$ cat src/rtl/tpg_pkg.sv
// tpg_pkg: shared types and default LFSR feedback masks for the test pattern generator.
package tpg_pkg;
  typedef enum logic [1:0] {TPG_LFSR, TPG_COUNT, TPG_WALK1, TPG_WALK0} tpg_mode_e;
  typedef enum logic [1:0] {ST_IDLE, ST_RUN, ST_DONE} tpg_state_e;
  // Maximal-length masks for next = {s[n-2:0], ^(s & taps)}; bit k-1 set for tap k.
  function automatic logic [31:0] default_taps(input int n);
    logic [31:0] t;
    case (n)
      3:  t = 32'h0000_0006;
      4:  t = 32'h0000_000C;
      5:  t = 32'h0000_0014;
      6:  t = 32'h0000_0030;
      7:  t = 32'h0000_0060;
      8:  t = 32'h0000_00B8;
      9:  t = 32'h0000_0110;
      10: t = 32'h0000_0240;
      11: t = 32'h0000_0500;
      12: t = 32'h0000_0829;
      13: t = 32'h0000_100D;
      14: t = 32'h0000_2015;
      15: t = 32'h0000_6000;
      16: t = 32'h0000_D008;
      17: t = 32'h0001_2000;
      18: t = 32'h0002_0400;
      19: t = 32'h0004_0023;
      20: t = 32'h0009_0000;
      21: t = 32'h0014_0000;
      22: t = 32'h0030_0000;
      23: t = 32'h0042_0000;
      24: t = 32'h00E1_0000;
      25: t = 32'h0120_0000;
      26: t = 32'h0200_0023;
      27: t = 32'h0400_0013;
      28: t = 32'h0900_0000;
      29: t = 32'h1400_0000;
      30: t = 32'h2000_0029;
      31: t = 32'h4800_0000;
      32: t = 32'h8020_0003;
      default: t = 32'h0;
    endcase
    return t;
  endfunction
endpackage

$ cat src/rtl/tpg_lfsr_step.sv
// tpg_lfsr_step: combinational Fibonacci LFSR next state.
module tpg_lfsr_step #(
  parameter int OUT_BITS = 4,
  parameter logic [OUT_BITS-1:0] TAPS = 4'b1100
) (
  input  logic [OUT_BITS-1:0] state_i,
  output logic [OUT_BITS-1:0] next_o
);
  assign next_o = {state_i[OUT_BITS-2:0], ^(state_i & TAPS)};
endmodule

$ cat src/rtl/tpg_mode.sv
// tpg_mode: multi-mode bounded-run test pattern generator with valid/ready output.
module tpg_mode import tpg_pkg::*; #(
  parameter int OUT_BITS = 4,
  parameter int CNT_BITS = 16,
  parameter logic [OUT_BITS-1:0] TAPS = OUT_BITS'(default_taps(OUT_BITS)),
  parameter logic [OUT_BITS-1:0] SEED = OUT_BITS'(1)
) (
  input  logic                clk,
  input  logic                rst,
  input  logic                start,
  input  logic [1:0]          mode,
  input  logic                seed_load,
  input  logic [OUT_BITS-1:0] seed_in,
  input  logic [CNT_BITS-1:0] num_patterns,
  input  logic                ready,
  output logic [OUT_BITS-1:0] TEST_PATTERN,
  output logic                valid,
  output logic                busy,
  output logic                done,
  output logic [CNT_BITS-1:0] pattern_idx
);
  localparam logic [OUT_BITS-1:0] ONE = OUT_BITS'(1);
  tpg_state_e state_q;
  tpg_mode_e mode_q, mode_in;
  logic [OUT_BITS-1:0] seed_q, pat_q, lfsr_nxt, step_d, init_d, seed_fix;
  logic [CNT_BITS-1:0] num_q, idx_q;
  logic valid_q, done_q;
  tpg_lfsr_step #(.OUT_BITS(OUT_BITS), .TAPS(TAPS)) u_lfsr (.state_i(pat_q), .next_o(lfsr_nxt));
  // A zero seed would lock the LFSR, so it is replaced by 1.
  assign seed_fix = (seed_in == '0) ? ONE : seed_in;
  assign mode_in = tpg_mode_e'(mode);
  always_comb begin
    step_d = (mode_q == TPG_LFSR)  ? lfsr_nxt :
             (mode_q == TPG_COUNT) ? pat_q + ONE :
                                     {pat_q[OUT_BITS-2:0], pat_q[OUT_BITS-1]};
    init_d = (mode_in == TPG_LFSR)  ? (seed_load ? seed_fix : seed_q) :
             (mode_in == TPG_COUNT) ? '0 :
             (mode_in == TPG_WALK1) ? ONE : ~ONE;
  end
  always_ff @(posedge clk) begin
    if (rst) begin
      state_q <= ST_IDLE;
      mode_q  <= TPG_LFSR;
      num_q   <= '0;
      seed_q  <= SEED;
      pat_q   <= '0;
      idx_q   <= '0;
      valid_q <= 1'b0;
      done_q  <= 1'b0;
    end else begin
      case (state_q)
        ST_IDLE: begin
          done_q <= 1'b0;
          if (seed_load) seed_q <= seed_fix;
          if (start) begin
            mode_q <= mode_in;
            num_q  <= num_patterns;
            pat_q  <= init_d;
            idx_q  <= '0;
            if (num_patterns == '0) begin
              state_q <= ST_DONE;
              done_q  <= 1'b1;
            end else begin
              state_q <= ST_RUN;
              valid_q <= 1'b1;
            end
          end
        end
        ST_RUN: begin
          if (ready) begin
            if (idx_q == num_q - CNT_BITS'(1)) begin
              state_q <= ST_DONE;
              valid_q <= 1'b0;
              done_q  <= 1'b1;
            end else begin
              pat_q <= step_d;
              idx_q <= idx_q + CNT_BITS'(1);
            end
          end
        end
        ST_DONE: begin
          done_q  <= 1'b0;
          state_q <= ST_IDLE;
        end
        default: state_q <= ST_IDLE;
      endcase
    end
  end
  assign TEST_PATTERN = pat_q;
  assign valid = valid_q;
  assign busy = valid_q;
  assign done = done_q;
  assign pattern_idx = idx_q;
endmodule

$ cat config.mk
export PLATFORM = sky130hd
export DESIGN_NAME = tpg_mode
export DESIGN_NICKNAME = d
export VERILOG_FILES = /design/src/rtl/tpg_pkg.sv /design/src/rtl/tpg_lfsr_step.sv /design/src/rtl/tpg_mode.sv
export SDC_FILE = /design/constraint.sdc
export NUM_CORES = 1
export LEC_CHECK = 0
export ABC_AREA = 1
export BUFFER_PORTS_ARGS = -buffer_cell sky130_fd_sc_hd__buf_2
export CORE_UTILIZATION = 60
export CTS_CLUSTER_SIZE = 28
export DETAILED_ROUTE_END_ITERATION = 16
export PLACE_DENSITY = 0.95
export REMOVE_ABC_BUFFERS = 1
export SETUP_SLACK_MARGIN = 0.5
export SLEW_MARGIN = 10
export SYNTH_ARGS = -nofsm -noshare
export SYNTH_HDL_FRONTEND = slang
export SYNTH_HIERARCHICAL = 1
export SYNTH_SLANG_ARGS = --single-unit
$ cat constraint.sdc
create_clock -name clk -period 6.46 [get_ports clk]
set_clock_uncertainty 0.1 [all_clocks]
set_input_delay 0.646 -clock clk [delete_from_list [all_inputs] [get_ports clk]]
set_output_delay 0.646 -clock clk [all_outputs]
set_load 0.02 [all_outputs]
### Yosys cells after proc, flatten, opt, wreduce, memory -nomap -nowiden

Index checks and enable logic that the tools add are counted.

| storage, ports and cells | value |
|---|---|
| word-level logic and storage cells | 65 |
| input bits | 27 |
| output and inout bits | 23 |
| register bits after elaboration | 46 |

| operators by class | value |
|---|---|
| add/sub/neg operators | 3 |
| eq/ne operators | 11 |
| mux-type cells | 30 |
| reductions and logical operators | 13 |

Operator list:

| cell | count |
|---|---|
| $mux W16 | 3 |
| $mux W4 | 10 |
| $pmux W16 S2 | 1 |
| $add A16 B1 Y16 const B | 1 |
| $eq A16 B16 Y1 | 1 |
| $logic_not A16 Y1 | 1 |
| $sub A16 B1 Y16 const B | 1 |
| $ne A2 B2 Y1 const B | 5 |
| $mux W1 | 8 |
| $mux W2 | 4 |
| $pmux W4 S2 | 1 |
| $eq A2 B1 Y1 const B | 3 |
| $logic_not A2 Y1 | 3 |
| $reduce_and A3 Y1 | 2 |
| $reduce_and A5 Y1 | 1 |
| $add A4 B1 Y4 const B | 1 |
| $eq A2 B2 Y1 const B | 2 |
| $logic_not A4 Y1 | 1 |
| $pmux W2 S2 | 1 |
| $reduce_and A4 Y1 | 1 |
| $reduce_xor A4 Y1 | 1 |
| $pmux W1 S3 | 1 |
| $reduce_bool A3 Y1 | 1 |
| $pmux W1 S2 | 1 |
| 2 further kinds | 2 |

### Logic depth before layout (Yosys ltp)

| logic depth | value |
|---|---|
| word-level depth | 6 |
| gate-level depth with buffers | 16 |

### Hierarchy

Netlist, hierarchy kept.

By module, submodules not included:

| module | times used | sequential area each (sq um) | area each (sq um) | cells each |
|---|---|---|---|---|
| tpg_mode | 1 | 920.9 | 3270.6 | 518 |
| tpg_lfsr_step | 1 | 0.0 | 41.3 | 8 |

### Worst setup path after synthesis

Ideal clock, no wire load.

| timing | value |
|---|---|
| path type | register to register |
| start point | register num_q[0] |
| end point | register pat_q[0], in the netlist TEST_PATTERN[0] |
| library setup time | 132 ps |
| data arrival time | 1895 ps |
| clock period less this slack | 2127 ps |
| setup slack | 4333 ps |
| stages on the path, launching flop included | 16 |
| path through | dfxtp_1 -> inv_1 -> ha_1 -> nand2_2 -> nor2_4 -> nand2_2 -> nand2_1 -> nand2_1 -> nand3b_4 -> nor2_4 -> nand3_4 -> nand2_4 -> nand2_4 -> buf_2 -> nand2_1 -> a21oi_1 |

| on the way | value |
|---|---|
| word-level cells in the longest chain between the ends | 4 |

RTL lines:

| what | line | RTL |
|---|---|---|
| start: declaration | tpg_mode.sv:26 | `logic [CNT_BITS-1:0] num_q, idx_q;` |
| start signal: assignment | tpg_mode.sv:57 | `num_q <= num_patterns;` |
| $sub A16 B1 Y16 | tpg_mode.sv:71 | `if (idx_q == num_q - CNT_BITS'(1)) begin` |
| $eq A16 B16 Y1 | tpg_mode.sv:71 |  |
| $ne A2 B2 Y1 (no line) | - |  |
| $reduce_and A4 Y1 (no line) | - |  |
| end signal: assignment | tpg_mode.sv:58 | `pat_q <= init_d;` |
| end signal: assignment | tpg_mode.sv:76 | `pat_q <= step_d;` |
| end: declaration | tpg_mode.sv:25 | `logic [OUT_BITS-1:0] seed_q, pat_q, lfsr_nxt, step_d, init_d, seed_fix;` |

Every way passes these cells.
A chain may end at the register's enable or synchronous reset.

### Final worst setup path

| timing | value |
|---|---|
| start point | register state_q[1] |
| end point | register idx_q[4], in the netlist pattern_idx[4] |

| on the way | value |
|---|---|
| word-level cells in the longest chain between the ends | 3 |

RTL lines:

| what | line | RTL |
|---|---|---|
| start: declaration | tpg_mode.sv:23 | `tpg_state_e state_q;` |
| start signal: assignment | tpg_mode.sv:42 | `state_q <= ST_IDLE;` |
| start signal: assignment | tpg_mode.sv:61 | `state_q <= ST_DONE;` |
| start signal: assignment | tpg_mode.sv:64 | `state_q <= ST_RUN;` |
| $eq A2 B1 Y1 / $logic_not A2 Y1 (equally long branches) | tpg_mode.sv:51 | `case (state_q)` |
| $ne A2 B2 Y1 (no line) / $reduce_bool A2 Y1 (equally long branches) | - |  |
| $reduce_and A4 Y1 (no line) | - |  |
| end signal: assignment | tpg_mode.sv:77 | `idx_q <= idx_q + CNT_BITS'(1);` |
| end: declaration | tpg_mode.sv:26 |  |

Parallel ways exist; a longest one is shown, timed or not.

==> impl_metrics.yaml <==
status:
  status: "finished clean"
critical_path:
  r2r-start: "state_q[1]$_SDFFE_PP0P_"
  worst-setup-path-type: "flip-flop to flip-flop"
  startpoint: "state_q[1]$_SDFFE_PP0P_"
  path_max_fanout: 28
  worstPathArrival_ns: 3.19
  worstSetupStartpointType: "flip-flop"
  crit_required_ns: 6.59
  crit_path_end_kind: "flip-flop"
layout:
  fin_nets: 594
  diodes: 0
  fill_cells: 459
  ff_latch_area_um2: 921
  final_common_cell: "nand2_1"
  final_layout_size_suffix_gt1_share_pct: 12.9
  syn2layout_area_growth_pct: 8.92
  multi_input_area_um2: 2070
  instances_no_fill: 629
  final_cell_mix: "nand2_1, nor2_1, inv_1, buf_2, dfxtp_1"
die:
  rows: 26
  core-area_um2: 5200
  fp.dieH_um: 76.3
  dieArea_um2: 5820
  chipWidth_um: 76.3
  ios: 50
  start_util_pct: 63.6
yosys:
  syn_inst: 526
  synth_cell_types: 31
  syn-cell-area_um2: 3310
  synth_top_cell_by_area: "dfxtp_1"
  synthTopCellsByArea: "dfxtp_1, nand2_1, nor2_1"
  synth_top_flop_cell: "dfxtp_1"
  synthArstFlopShare_pct: 0
  synth_top_area_share_pct: 27.8
  syn_avg_cell_area_um2: 6.30
  yosys_warnings: 6
  ys_seq_area_share_pct: 27.8
  synth-edff-count: 0
  ys_ff_latch: 46
clock_network:
  numCtsBuffers: 5
  cts_setup_buffers: 0
  cts_hold_buf: 0
  cts_resized: 0
  clock-sinks: 46
  htreeDepth: 2
  worstSkewPairLatency_ns: 0.31
  root_buffer: "clkbuf_8"
  cts_tree: "built"
  clk_pin_slew_ns: 0.09
  clock_path_buffers: 2
timing:
  fin_crit_sh_pct: 47.4
  setup_tns_ns: 0
  finalSetupViolCount: 0
  tightest_slew_ns: 0.789
  fmax_mhz: 327
  slew_viol_final: 0
  rsz0062_at_grt: "no"
  hold_viol_final: 0
  slew_headroom_pct: 47.3
  timing.final.crit_period_ns: 3.06
route:
  vias: 3506
  met2_length_mm: 3.92
  wl_met1_mm: 3.58
  drc_errors: 0
  via_per_inst: 5.57
  wl_per_cell_um: 13.4
  drtPass1Iterations: 5
  routed_wl_mm: 8.45
  drt-initial-drc-count: 322
  highest-signal-layer: "met4"
  wl_met3_um: 629
  route.antenna.remaining_nets: 0
placed_design:
  place_inst: 622
  place_congestion: 0.923
  dp_hpwl_mm: 6.39
  portBuffers: 49
pwr:
  p_per_area_nw_per_um2: 253
  peakVddDrop_mv: 0.166
  leakage_nw: 1.66
hold_path:
  worstHoldStart: "busy$_SDFFE_PP0P_"
  hp-class: "flip-flop to flip-flop"
job:
  max_cap_viol_count: 0
grt:
  overflow: 0
  antenna_found_initial: 0
  grt_pass1_wl_mm: 13.8
  grt_max_degree: 29
  track_usage_pct: 29.4
  grt_pass1_vias: 3110
## power breakdown
part           total, W  switching [W]  internal (W)
combinational  0.000379       0.000251      0.000128
sequential     0.000357      0.0000407      0.000316
clock          0.000176       0.000101     0.0000744
total          0.000912       0.000393      0.000519
## logic make-up after synthesis
| group | Yosys count | share of synthesized area, % |
|---|---|---|
| flip-flops | 46 | 27.8 |
| multiplexers | 3 | 0.907 |
| buffers and inverters | 78 | 9.78 |
| XOR/XNOR | 27 | 7.14 |
| adder cells (fa/ha/maj) | 8 | 3.02 |
| AO/OA/AOI/OAI | 78 | 12.3 |
| AND/OR/NAND/NOR | 286 | 39.1 |
## sequential cells by signal (all words and copies together) (netlist names)
register and cells:
busy 1, done 1, num_q 16, mode_q 2
pattern_idx 16, state_q 2, seed_q 4, TEST_PATTERN 4
## path summary, 6_finish.rpt
| path | endpoint | slack [ns] | cells after the start |
|---|---|---|---|
| setup / recovery | pattern_idx[4]$_SDFFE_PP0P_ | 3.40 | 8 |
| hold / removal | busy$_SDFFE_PP0P_ | 0.39 | 2 |
| setup reg to reg | pattern_idx[4]$_SDFFE_PP0P_ | 3.40 | 8 |
| hold reg to reg | busy$_SDFFE_PP0P_ | 0.39 | 2 |
## worst max-delay path, stage by stage, from the launching register on
cell and delay (ns):
dfxtp_1 0.33, inv_1 0.08, ha_1 0.30, nand2_1 0.51, inv_1 0.45, nand2_1 0.55
nand2_4 0.41, nand2_1 0.08, a21oi_1 0.15
## through the flow
step           worst slack (ns)  hold WS [ns]  area [um2]  power [W]  utilization [%]
2_1_floorplan              4.14         0.336        3190   0.000641                -
3_3_place_gp               3.58         0.357        3530   0.000720             67.8
3_5_place_dp               3.49         0.367        3530   0.000735             67.8
4_1_cts                    3.49         0.387        3610   0.000904             69.3
5_1_grt                    3.09         0.415        3610   0.000972             69.3
6_report                   3.40         0.388        3610   0.000912             69.3
## final cells by class
cell class	count	share of cell area [%]
multi-input cells	402	57.3
flip-flops and latches	46	25.5
repair buffers	49	6.80
inverters	55	5.72
well taps	70	2.43
clock buffers	6	2.01
clock inverters	1	0.208
## per-layer routing
layer	GRT usage, %	vias up
met5	0	-
met4	15.2	0
met3	3.71	32
met2	48.8	170
met1	37.1	1557
li1	-	1747
## Yosys cell counts, types with 2 or more instances
master and n:
buf_4 4, nand4_1 5, xnor2_1 9, and2_1 2
mux2i_1 3, nand3_1 44, nor2_1 72, nor3_1 5
inv_1 55, clkbuf_1 16, nor4_1 5, nor2_2 3
nand2_4 2, a22oi_1 2, nand3b_1 5, a21oi_1 38
nand2_1 129, or2_2 2, nor2_4 5, o21ai_0 34
o211ai_1 3, dfxtp_1 46, xor2_1 18, nand2_2 3
buf_6 2, ha_1 8, nor3b_1 2
(Power assumes the default switching activity.)
